### src/rtl/router_arbiter.sv
// Five-port input-buffered round-robin arbiter.
// Each port has a small FIFO. One registered output slot carries the winning
// packet and its one-hot source port. An all-zero packet means "no packet".

package pa_noc;
  localparam int APB_PACKET_WIDTH = 8;
endpackage

module router_arbiter
  import pa_noc::*;
#(
  parameter int FIFO_DEPTH = 2
) (
  input  logic                        i_clk,
  input  logic                        i_arst_n,
  input  logic [APB_PACKET_WIDTH-1:0] i_local,
  input  logic [APB_PACKET_WIDTH-1:0] i_north,
  input  logic [APB_PACKET_WIDTH-1:0] i_south,
  input  logic [APB_PACKET_WIDTH-1:0] i_east,
  input  logic [APB_PACKET_WIDTH-1:0] i_west,
  input  logic                        i_ready,
  output logic [APB_PACKET_WIDTH-1:0] o_apbPacket,
  output logic [4:0]                  o_grant,
  output logic [4:0]                  o_full,
  output logic [4:0]                  o_overflow
);

  localparam int W  = APB_PACKET_WIDTH;
  localparam int AW = (FIFO_DEPTH > 1) ? $clog2(FIFO_DEPTH) : 1;
  localparam int CW = $clog2(FIFO_DEPTH) + 1;
  localparam logic [CW-1:0] DEPTH_C = CW'(FIFO_DEPTH);

  logic [W-1:0]  in_pkt [5];
  logic [W-1:0]  mem    [5][FIFO_DEPTH];
  logic [AW-1:0] rd_ptr [5];
  logic [AW-1:0] wr_ptr [5];
  logic [CW-1:0] count  [5];
  logic [2:0]    ptr;
  logic [4:0]    wr_en;
  logic [4:0]    pop;
  logic [4:0]    nonempty;
  logic          free;
  logic          grant_valid;
  logic [2:0]    winner;
  logic [3:0]    cand;

  assign in_pkt[0] = i_local;
  assign in_pkt[1] = i_north;
  assign in_pkt[2] = i_south;
  assign in_pkt[3] = i_east;
  assign in_pkt[4] = i_west;

  // Output slot can take a new packet when empty or being consumed.
  assign free = (o_apbPacket == '0) || i_ready;

  // Per-port write enable, occupancy and full decode from the registered count.
  always_comb begin
    wr_en    = '0;
    nonempty = '0;
    o_full   = '0;
    for (int p = 0; p < 5; p++) begin
      wr_en[p]    = (in_pkt[p] != '0) && (count[p] < DEPTH_C);
      nonempty[p] = (count[p] != '0);
      o_full[p]   = (count[p] == DEPTH_C);
    end
  end

  // Round-robin search from ptr upward, wrapping 4 -> 0.
  always_comb begin
    grant_valid = 1'b0;
    winner      = ptr;
    cand        = '0;
    for (int i = 0; i < 5; i++) begin
      cand = 4'(ptr) + 4'(i);
      if (cand > 4'd4) cand = cand - 4'd5;
      if (!grant_valid && nonempty[cand[2:0]]) begin
        grant_valid = 1'b1;
        winner      = cand[2:0];
      end
    end
    pop = (free && grant_valid) ? (5'b00001 << winner) : 5'b00000;
  end

  // FIFO pointers, counts and sticky drop flags.
  always_ff @(posedge i_clk or negedge i_arst_n) begin
    if (!i_arst_n) begin
      for (int p = 0; p < 5; p++) begin
        count[p]  <= '0;
        rd_ptr[p] <= '0;
        wr_ptr[p] <= '0;
      end
      o_overflow <= '0;
    end else begin
      for (int p = 0; p < 5; p++) begin
        if (wr_en[p]) wr_ptr[p] <= wr_ptr[p] + 1'b1;
        if (pop[p])   rd_ptr[p] <= rd_ptr[p] + 1'b1;
        count[p] <= count[p] + CW'(wr_en[p]) - CW'(pop[p]);
        // A full FIFO drops even if it pops this cycle: the decision uses the registered count.
        if ((in_pkt[p] != '0) && (count[p] == DEPTH_C)) o_overflow[p] <= 1'b1;
      end
    end
  end

  // FIFO storage; contents are qualified by count so no reset is needed.
  always_ff @(posedge i_clk) begin
    for (int p = 0; p < 5; p++) begin
      if (wr_en[p]) mem[p][wr_ptr[p]] <= in_pkt[p];
    end
  end

  // Output slot, grant and priority pointer.
  always_ff @(posedge i_clk or negedge i_arst_n) begin
    if (!i_arst_n) begin
      o_apbPacket <= '0;
      o_grant     <= '0;
      ptr         <= '0;
    end else if (free) begin
      if (grant_valid) begin
        o_apbPacket <= mem[winner][rd_ptr[winner]];
        o_grant     <= 5'b00001 << winner;
        ptr         <= (winner == 3'd4) ? 3'd0 : winner + 3'd1;
      end else begin
        o_apbPacket <= '0;
        o_grant     <= '0;
      end
    end
  end

endmodule

### config.mk
export PLATFORM = sky130hd
export DESIGN_NAME = router_arbiter
export DESIGN_NICKNAME = d
export VERILOG_FILES = /design/src/rtl/router_arbiter.sv
export SDC_FILE = /design/constraint.sdc
export NUM_CORES = 1
export LEC_CHECK = 0
export ABC_AREA = 1
export CAP_MARGIN = 20
export CELL_PAD_IN_SITES_DETAIL_PLACEMENT = 1
export CELL_PAD_IN_SITES_GLOBAL_PLACEMENT = 2
export CORE_UTILIZATION = 32
export DETAILED_ROUTE_END_ITERATION = 10
export PLACE_DENSITY_LB_ADDON = 0.1
export SKIP_CTS_REPAIR_TIMING = 1
export SYNTH_ARGS = -nofsm -noshare
export SYNTH_HDL_FRONTEND = slang
export SYNTH_SLANG_ARGS = --single-unit
### constraint.sdc
create_clock -name i_clk -period 4.1 [get_ports i_clk]
set_clock_uncertainty 0.2 [all_clocks]
set_input_delay 0.41 -clock i_clk [delete_from_list [all_inputs] [get_ports i_clk]]
set_output_delay 0.41 -clock i_clk [all_outputs]
set_load 0.05 [all_outputs]
==> results.cfg, run 1 <==
[clock_tree]
cts_num_sinks = 121
cts_tree = done
htreeDepth = 4
worstSkewPairLatency_ns = 0.42
root_buffer = clkbuf_16
numCtsBuffers = 17
cts_max_path_buffers = 2
clk_pin_slew_ns = 0.06

[grt]
grt_pass1_vias = 5697
antenna_found_initial = 0
overflow = 0
grt_max_degree = 35
track_usage_pct = 18.7
grt_pass1_wl_um = 30600

[drt]
via_per_inst = 4.59
wl_um = 19200
drt_drc_violations_left = 0
vias = 5348
drtIter0Drc = 204
wire_per_inst_um = 16.5
dr.pass1.iters = 4
ant_nets = 0

[synthesis]
synth_warnings = 0
synth_top_area_cell = edfxtp_1
seq_area_frac_synth_pct = 50.8
synth_flop_cell = edfxtp_1
netlist_instances = 783
synth_top_area_share_pct = 35.6
synth.distinct_cells = 40
syn-num-nets = 848
ys_ff_latch = 121
synth-edff-count = 80
netlist_top_cells_count = 270 x nand2_1, 107 x inv_1, 80 x edfxtp_1, 58 x nand3_1
synth.most_common_cell = nand2_1
syn_avg_cell_area_um2 = 8.61
synthArstFlopShare_pct = 33.9
synth_area_um2 = 6740
synthTopCellsByArea = edfxtp_1 36%, dfrtp_1 15%, nand2_1 15%

[worst_setup_path]
crit_path_start_kind = register
endpoint_kind = register
slowest_delay_ns = 0.45
worst_path_most_repeated_cell = inv_1
arrival_ns = 3.97
required_ns = 4.25
crit_slowest_cell = dfrtp_2
crit_type = register to register
path_max_fanout = 7

[timing]
fin_crit_sh_pct = 93.3
report.final.hold_viol_count = 0
drv_slew = 0
max_slew_margin_pct = 45.0
fin_crit_ns = 3.83
setup_violations = 0
worst_pin_slew_ns = 0.822
rsz0062_at_grt = no
max_freq_mhz = 261

[placed_design]
dp_hpwl_um = 15000
io_buffers = 65
routabilityCongestion = 0.829
dp.cells = 1129

[floorplan]
coreArea_um2 = 20400
num_io_pins = 66
rows = 52
dieHeight_um = 147
die_area_um2 = 21700
die_w_um = 147
initial_core_util_pct = 33.0

[finish]
diodes = 0
postLayoutCoreUtil_pct = 41.9
final_cells = 1164
drive_above_1_share_pct = 15.5
nets = 946
area_growth_pct = 27.1

[outcome]
outcome = complete, no violations

[run]
cap_viol_max_count = 0

[hold_path]
hold_path_class = input port to asynchronous set/reset pin
## layout by cell type, fill, tap and decap left out, drive strengths merged, types with 16 or more instances in the layout
cell type / instances
dfrtp: 41
nand3b: 25
nand3: 65
buf: 34
nor2: 43
clkdlybuf4s50: 64
or2: 17
edfxtp: 80
inv: 118
ha: 22
nand2: 288
o21ai: 16
clkbuf: 19
## through the flow
step | setup slack, ns | instance area (µm²) | TNS, ns | hold WS, ns
global placement | 0.0706 | 7840 | 0 | 0.257
detailed placement | -0.0267 | 7860 | -0.0267 | 0.199
finish | 0.274 | 8570 | 0 | 0.276
global route | 0.0135 | 8570 | 0 | 0.308
CTS | -0.0669 | 8460 | -0.114 | -0.252
floorplan | 0.140 | 6740 | 0 | -0.0856
## flip-flops by register name, summed over array words and instances, names as in the netlist
register	count
o_apbPacket	8
o_grant	5
count	10
mem	80
rd_ptr	5
o_overflow	5
ptr	3
wr_ptr	5
## cell families (layout without fill, tap and decap cells)
logic type | count (synthesis) | after routing | synth area share [%]
simple gates | 459 | 459 | 31.5
buf+inv | 136 | 247 | 8.26
compound gates | 27 | 27 | 2.71
xor+xnor | 18 | 18 | 2.56
flops | 121 | 121 | 50.8
fa+ha+maj | 22 | 22 | 4.08
## worst paths after layout
| path | start | end | slack, ns | depth (start not counted) |
|---|---|---|---|---|
| min reg2reg | o_grant[3]$_DFFE_PN0P_ | o_grant[3]$_DFFE_PN0P_ | 0.28 | 2 |
| max | ptr[0]$_DFFE_PN0N_ | count[5]$_DFF_PN0_ | 0.27 | 26 |
| min in group i_clk | o_grant[3]$_DFFE_PN0P_ | o_grant[3]$_DFFE_PN0P_ | 0.28 | 2 |
| max reg2reg | ptr[0]$_DFFE_PN0N_ | count[5]$_DFF_PN0_ | 0.27 | 26 |
| min | i_arst_n | count[3]$_DFF_PN0_ | 0.28 | 2 |
| max in group asynchronous | i_arst_n | ptr[0]$_DFFE_PN0N_ | 2.88 | 3 |
## per-layer routing
layer	wire (µm)	track usage, %	vias up	share of wire (%)
li1	-	-	2686	-
met1	9130	24.3	2573	48
met2	9330	31.9	72	49
met3	572	3.45	17	3.0
met4	180	4.95	0	0.94
met5	0	0	-	0
## critical path, delay by kind of cell, from the launching register on
family,cells,cell delay [ns]
buffers and inverters,8,0.63
adder cells (fa/ha/maj),4,0.86
AO/OA/AOI/OAI,1,0.18
flip-flops,1,0.45
AND/OR/NAND/NOR,11,1.10
XOR/XNOR,2,0.34
## final cells by class
cell class                 count  area [µm²]
clock buffer                  19         433
clock inverter                13         168
timing repair buffer          99         920
inverter                     116         443
multi-input combinational    526        2840
sequential                   121        3430
tap                          270         338
fill                        2413       11900
Power of run 1 is not shown: default switching activity piles up to over one toggle a cycle in this logic, so the estimate is an artifact.
==> inputs of run 2 (changes only) <==
- ABC_CLOCK_PERIOD_IN_PS: default -> 4100
- CELL_PAD_IN_SITES_DETAIL_PLACEMENT: 1 -> default
- CELL_PAD_IN_SITES_GLOBAL_PLACEMENT: 2 -> default
- CORE_UTILIZATION: 32 -> 52
- GPL_TIMING_DRIVEN: default -> 0
- PLACE_DENSITY: default -> 0.77
- PLACE_DENSITY_LB_ADDON: 0.1 -> default
==> results.cfg, run 2 (same netlist as run 1, synthesis figures left out) <==
[clock_tree]
root_buffer = clkbuf_16
numCtsBuffers = 17
worstSkewPairLatency_ns = 0.42
cts_num_sinks = 121
htreeDepth = 4
cts_max_path_buffers = 2
clk_pin_slew_ns = 0.05
cts_tree = done

[grt]
track_usage_pct = 25.3
grt_max_degree = 24
grt_pass1_vias = 5140
antenna_found_initial = 0
overflow = 0
grt_pass1_wl_um = 25000

[timing]
fin_crit_sh_pct = 97.1
drv_slew = 0
max_slew_margin_pct = 47.4
report.final.hold_viol_count = 0
fin_ws_ns = 0.118
max_freq_mhz = 251
whs_ns = 0.271
worst_pin_slew_ns = 0.786
fin_crit_ns = 3.98
setup_violations = 0

[drt]
wire_per_inst_um = 15.0
drtIter0Drc = 457
wl_met1_um = 7100
wl_met2_um = 7620
ant_nets = 0
drt_drc_violations_left = 0
top_layer = met4
wl_um = 16100
met3_wirelength_um = 710
vias = 5461
via_per_inst = 5.09
dr.pass1.iters = 7

[floorplan]
rows = 41
initial_core_util_pct = 53.4
dieHeight_um = 116
coreArea_um2 = 12600
die_w_um = 116
num_io_pins = 66
die_area_um2 = 13400

[hold_path]
hold_path_class = register to register

[finish]
final_common_cell = nand2_1
diodes = 0
nets = 952
most-common-layout-cells = 259 x nand2_1, 105 x inv_1, 80 x edfxtp_1
fillers = 1043
largest_reg_flops = 80
postLayoutCoreUtil_pct = 67.4
area_growth_pct = 26.2
drive_above_1_share_pct = 16.0

[worst_setup_path]
crit_path_start_kind = register
endpoint_kind = register
crit_type = register to register
crit_slowest_cell = dfrtp_1
required_ns = 4.19
slowest_delay_ns = 0.40
arrival_ns = 4.07
worst_path_most_repeated_cell = nand2_4
path_max_fanout = 12

[run]
cap_viol_max_count = 0

[placed_design]
routabilityCongestion = 0.931
io_buffers = 65
place_ws_ns = -0.429
dp_hpwl_um = 11800

[outcome]
outcome = complete, no violations
==> run 2: cell count changes in the layout (fill, tap and decap cells not counted), sizes merged <==
cell	delta
clkbuf	+13
inv	-4
clkinvlp	-2
bufinv	-1
==> run 2: worst paths after layout <==
path | start | endpoint | slack (ns) | depth (start not counted)
worst max register to register | ptr[0]$_DFFE_PN0N_ | count[3]$_DFF_PN0_ | 0.12 | 30
min in group asynchronous | i_arst_n | ptr[0]$_DFFE_PN0N_ | 0.30 | 2
worst max-delay path | ptr[0]$_DFFE_PN0N_ | count[3]$_DFF_PN0_ | 0.12 | 30
max in group asynchronous | i_arst_n | count[4]$_DFF_PN0_ | 2.90 | 3
worst min register to register | o_overflow[3]$_DFFE_PN0P_ | o_overflow[3]$_DFFE_PN0P_ | 0.27 | 1
worst min-delay path | o_overflow[3]$_DFFE_PN0P_ | o_overflow[3]$_DFFE_PN0P_ | 0.27 | 1
==> run 2: area by class of cell <==
cell class	instances	area (µm²)	share of cell area [%]
flip-flops and latches	121	3430	40.3
clock buffers	26	479	5.63
well taps	172	215	2.53
multi-input cells	526	2910	34.2
clock inverters	6	76.3	0.897
plain buffers	17	108	1.26
repair buffers	88	841	9.88
inverters	116	453	5.32
==> run 2: critical path, delay by kind of cell, from the launching register on <==
family / cells / cell delay, ns
xor+xnor: 2 / 0.29
fa+ha+maj: 5 / 0.94
buf+inv: 9 / 0.65
flops: 1 / 0.40
simple gates: 14 / 1.37
==> run 2: metrics by stage <==
stage / cells / TNS (ns) / instance area (µm²)
2_1_floorplan: 783 / 0 / 6740
3_3_place_gp: 1020 / -1.41 / 7610
3_5_place_dp: 1021 / -2.19 / 7630
4_1_cts: 1053 / -2.55 / 8190
5_1_grt: 1072 / -0.330 / 8510
6_report: 1072 / 0 / 8510
==> run 2: metal layers <==
layer | track usage (%) | vias to the layer above
li1 | - | 2705
met1 | 32.4 | 2530
met2 | 40.1 | 179
met3 | 5.18 | 47
met4 | 14.3 | 0
met5 | 0 | -
Power of run 2 is left out for the same reason.
